--- src/rtl/hazard_forward_unit.sv ---
// Load-use stall, operand forwarding and IF/ID/EX flush control for the 5-stage RV32I pipe.
// Keeps a shadow of rd/op for EX and MEM so the decisions need only ID-stage inputs.
module hazard_forward_unit #(
    parameter int REG_W = 5,
    parameter int CNT_W = 32
) (
    input  logic             clk,
    input  logic             rst_n,
    input  logic [REG_W-1:0] rs1_ID,
    input  logic [REG_W-1:0] rs2_ID,
    input  logic [REG_W-1:0] rd_ID,
    input  logic             rs1use_ID,
    input  logic             rs2use_ID,
    input  logic [1:0]       hazard_optype_ID,
    input  logic             Branch_ID,
    output logic [1:0]       forward_ctrl_A,
    output logic [1:0]       forward_ctrl_B,
    output logic             forward_ctrl_ls,
    output logic             PC_EN_IF,
    output logic             reg_FD_EN,
    output logic             reg_FD_flush,
    output logic             reg_DE_flush,
    output logic [CNT_W-1:0] stall_cnt,
    output logic [CNT_W-1:0] flush_cnt
);

    localparam logic [1:0] OP_ALU   = 2'b01;
    localparam logic [1:0] OP_LOAD  = 2'b10;
    localparam logic [1:0] OP_STORE = 2'b11;

    logic [REG_W-1:0] rd_EX, rs2_EX, rd_MEM;
    logic [1:0]       op_EX, op_MEM;
    logic [CNT_W-1:0] stall_q, flush_q;
    logic             match1_ex, match2_ex, match1_mem, match2_mem;
    logic             stall, fd_flush, ls_fwd;

    assign match1_ex  = rs1use_ID & (rd_EX  != '0) & (rs1_ID == rd_EX);
    assign match2_ex  = rs2use_ID & (rd_EX  != '0) & (rs2_ID == rd_EX);
    assign match1_mem = rs1use_ID & (rd_MEM != '0) & (rs1_ID == rd_MEM);
    assign match2_mem = rs2use_ID & (rd_MEM != '0) & (rs2_ID == rd_MEM);

    // A store that only needs load data on rs2 proceeds; MEM-stage forwarding covers it.
    assign stall    = (op_EX == OP_LOAD) &
                      (match1_ex | (match2_ex & (hazard_optype_ID != OP_STORE)));
    assign fd_flush = Branch_ID & ~stall;
    assign ls_fwd   = (op_EX == OP_STORE) & (op_MEM == OP_LOAD) &
                      (rd_MEM != '0) & (rs2_EX == rd_MEM);

    function automatic logic [1:0] fwd_sel(input logic m_ex, input logic m_mem,
                                           input logic [1:0] opx, input logic [1:0] opm);
        if (m_ex && opx == OP_ALU)   return 2'b01;
        if (m_mem && opm == OP_ALU)  return 2'b10;
        if (m_mem && opm == OP_LOAD) return 2'b11;
        return 2'b00;
    endfunction

    // Outputs are forced to their idle values while reset is held, independent of inputs.
    always_comb begin
        forward_ctrl_A  = 2'b00;
        forward_ctrl_B  = 2'b00;
        forward_ctrl_ls = 1'b0;
        PC_EN_IF        = 1'b1;
        reg_FD_EN       = 1'b1;
        reg_FD_flush    = 1'b0;
        reg_DE_flush    = 1'b0;
        if (rst_n) begin
            forward_ctrl_A  = fwd_sel(match1_ex, match1_mem, op_EX, op_MEM);
            forward_ctrl_B  = fwd_sel(match2_ex, match2_mem, op_EX, op_MEM);
            forward_ctrl_ls = ls_fwd;
            PC_EN_IF        = ~stall;
            reg_FD_EN       = ~stall;
            reg_FD_flush    = fd_flush;
            reg_DE_flush    = stall;
        end
    end

    always_ff @(posedge clk or negedge rst_n) begin
        if (!rst_n) begin
            rd_EX   <= '0;
            rs2_EX  <= '0;
            op_EX   <= 2'b00;
            rd_MEM  <= '0;
            op_MEM  <= 2'b00;
            stall_q <= '0;
            flush_q <= '0;
        end else begin
            rd_MEM <= rd_EX;
            op_MEM <= op_EX;
            if (stall) begin
                op_EX  <= 2'b00;
                rd_EX  <= '0;
                rs2_EX <= '0;
            end else begin
                op_EX  <= hazard_optype_ID;
                rd_EX  <= rd_ID;
                rs2_EX <= rs2_ID;
            end
            if (stall && stall_q != '1)
                stall_q <= stall_q + CNT_W'(1);
            if (fd_flush && flush_q != '1)
                flush_q <= flush_q + CNT_W'(1);
        end
    end

    assign stall_cnt = stall_q;
    assign flush_cnt = flush_q;

endmodule

--- config.mk ---
export PLATFORM = sky130hd
export DESIGN_NAME = hazard_forward_unit
export DESIGN_NICKNAME = d
export VERILOG_FILES = /design/src/rtl/hazard_forward_unit.sv
export SDC_FILE = /design/constraint.sdc
export NUM_CORES = 1
export LEC_CHECK = 0
export BUFFER_PORTS_ARGS = -buffer_cell sky130_fd_sc_hd__buf_2
export CAP_MARGIN = 25
export CORE_UTILIZATION = 33
export CTS_CLUSTER_SIZE = 24
export DETAILED_ROUTE_END_ITERATION = 8
export SLEW_MARGIN = 0
export SYNTH_ARGS = -nofsm -noshare
export SYNTH_HDL_FRONTEND = slang
export SYNTH_SLANG_ARGS = --single-unit
--- constraint.sdc ---
create_clock -name clk -period 2.6 [get_ports clk]
set_input_delay 0.26 -clock clk [delete_from_list [all_inputs] [get_ports clk]]
set_output_delay 0.26 -clock clk [all_outputs]
set_load 0.1 [all_outputs]
==> impl_metrics.ini <==
[place]
pre_cts_slack_ps = 261
place_congestion = 0.894
port_buffers = 94
dp_cells = 671
hpwlAfterDp_mm = 7.48
placed_area_um2 = 5050

[timing]
setup_ws_ps = 126
slew_headroom = 0.583
setup_viol = 0
fin_skew_ps = 6.51
clock.fmax_mhz = 404
finalHoldViolCount = 0
fin_crit_sh = 0.952
min_period_ps = 2470
rsz0062_at_grt = no
holdWs_ps = 143
tightestPinTransition_ps = 626
slew_violations = 0

[clock_network]
clock_latency_ps = 340
h-tree-depth = 3
cts_tree = yes
root_buffer = clkbuf_16
path_clk_slew_ps = 60
clock_sinks = 83
clockBufferDepth = 2
numCtsBuffers = 9

[pwr]
p_int_mw = 2.30
p_clk_frac = 0.360
p_leak_nw = 2.56
power_frac_seq = 0.420
power.density_nw_per_um2 = 655
vdd_drop_max_mv = 0.441
swShare = 0.349
combPwrFrac = 0.220
switchingPower_mw = 1.23

[setup_path]
crit_arrival_ps = 2210
r2r-end = stall_cnt[1]
r2r_start = rd_EX[3]
cp_slowest_cell = dfrtp_1
slowest_delay_ps = 450
r2r_setup_slack_ps = 350
path_delay_family = simple AND/OR/NAND/NOR gates
critPathMaxFanout = 7
path_class = reg -> out
critPathRequiredTime_ps = 2340
start_kind = register
critPathBufInv = 1
rr_worst_depth = 8
endpoint_kind = output port
crit_chain = nor4_4 -> a21oi_2 -> and4bb_4 -> a21o_2 -> nand2_4 -> buf_4

[logic_synthesis]
syn_nets = 434
synth_cell_types = 44
netlist_area_um2 = 4300
synthDominantCellAreaShare = 0.483
synth_flop_cell = dfrtp_1
synth_area_leaders = dfrtp_1 (48%), xor2_1 (9.6%), xnor2_1 (7.9%)
yosysTopAreaCell = dfrtp_1
synth_edf_count = 0
synth-seq-area-share = 0.483
yosysWarnings = 0
async_flop_share = 1.00
avgSynthCellArea_um2 = 10.5
synth_cells = 410
ys_seq_elements = 83

[route]
wire_per_inst_um = 14.8
drtPass1Iterations = 4
ant_nets = 0
wirelength_mm = 10.2
drc = 0
dr.first_iter.drc_count = 144
vias = 3425
routed_via_density = 4.97

[final_layout]
fillCellCount = 1249
layout-drive-gt1-share = 0.294
antennaDiodeCount = 0
design_area_um2 = 5380
syn_to_final_growth_pct = 25.0
multiInputGateArea_um2 = 2140
stdcell_count = 689
seq_area_um2 = 2080
layout_common_cells = buf_2 (88), dfrtp_1 (81), xor2_1 (47)
layout.nets = 537
layout_commonest_cell = buf_2

[grt]
grt_overflow = 0
grt_max_degree = 50
grt.total_usage = 0.163
grt_pass1_vias = 3328
grt_first_pass_wirelength_mm = 16.9
antenna_found_initial = 0

[floorplanning]
initial_core_util = 0.339
die-area_um2 = 13500
std_cell_rows = 41
ios = 95
coreArea_um2 = 12700
die_width_um = 116
die_h_um = 116

[min_path]
hold_path_end = rd_EX[0]
min_from = rd_ID[0]
hold_depth = 2
timing.hold.worst.class = in -> reg

[outcome]
status = finished, final reports clean

[flow_run]
maxCapViolCount = 0
## cells in the mapped netlist (all sizes together) (2+ instances only)
cell	instances
dfrtp	83
xor2	47
nand3	39
xnor2	39
nor3	31
nand2	30
nor4	24
nand4	23
and2	13
nor2	12
and3	10
buf	9
inv	7
a21oi	5
and4	5
clkbuf	5
nor2b	5
mux2	3
nand2b	3
nor4b	3
ha	2
nor3b	2
or2	2
or3	2
## worst max path at each step
stage / from / end / slack [ps] / cells after the start
2_1_floorplan: rd_MEM[4] / forward_ctrl_ls / -60 / 3
3_3_place_gp: rd_EX[1] / PC_EN_IF / 310 / 6
3_5_place_dp: rd_EX[1] / reg_FD_EN / 260 / 6
4_1_cts: rd_EX[1] / reg_FD_flush / 70 / 6
5_1_grt: rd_EX[3] / forward_ctrl_A[0] / 3 / 7
6_report: rd_EX[1] / PC_EN_IF / 130 / 6
## logic make-up after synthesis
group                      after synthesis  share of synthesized area
adders and majority gates                2                    0.00582
AOI/OAI and AO/OA                        8                     0.0140
muxes                                    3                    0.00786
xor gates and xnor gates                86                      0.175
and+or+nand+nor                        207                      0.289
buffers and inverters                   21                     0.0253
DFF                                     83                      0.483
## metal layers
layer / global-route usage / wire (um)
met1: 0.215 / 4830
met2: 0.263 / 4840
met3: 0.0348 / 376
met4: 0.0615 / 140
met5: 0 / 0
## registers in the layout (all words and copies together) (netlist names)
register,count
rd_MEM,5
rs2_EX,5
flush_cnt,32
stall_cnt,32
op_MEM,2
rd_EX,5
op_EX,2
## per-stage QoR
step                TNS (ps)  power, mW  utilization
floorplan               -109       2.09            -
global placement           0       2.27        0.398
detailed placement         0       2.28        0.398
CTS                        0       3.57        0.423
global route               0       3.68        0.424
finish                     0       3.52        0.424
## power groups by stage
stage / Sequential, mW / Combinational, mW / Clock [mW]
global route: 1.49 / 0.825 / 1.36
floorplan: 1.92 / 0.176 / 0
detailed placement: 1.50 / 0.779 / 0
global placement: 1.49 / 0.772 / 0
finish: 1.48 / 0.775 / 1.27
CTS: 1.48 / 0.782 / 1.31
## final cells by class
| type | instances | share of cell area |
|---|---|---|
| Timing Repair Buffer | 106 | 0.114 |
| Sequential cell | 83 | 0.387 |
| Clock inverter | 4 | 0.00954 |
| Clock buffer | 11 | 0.0451 |
| Tap cell | 172 | 0.0400 |
| Inverter | 7 | 0.00559 |
| Multi-Input combinational cell | 306 | 0.398 |
## what timing repair did
item / 4_1_cts / 5_1_grt
resized for setup: 4 / 0
hold endpoints to repair: 19 / 0
hold buffers: 1 / 0
buffers inserted: 0 / 2
endpoints found under the setup margin: 4 / 1
(Power assumes the default switching activity.)
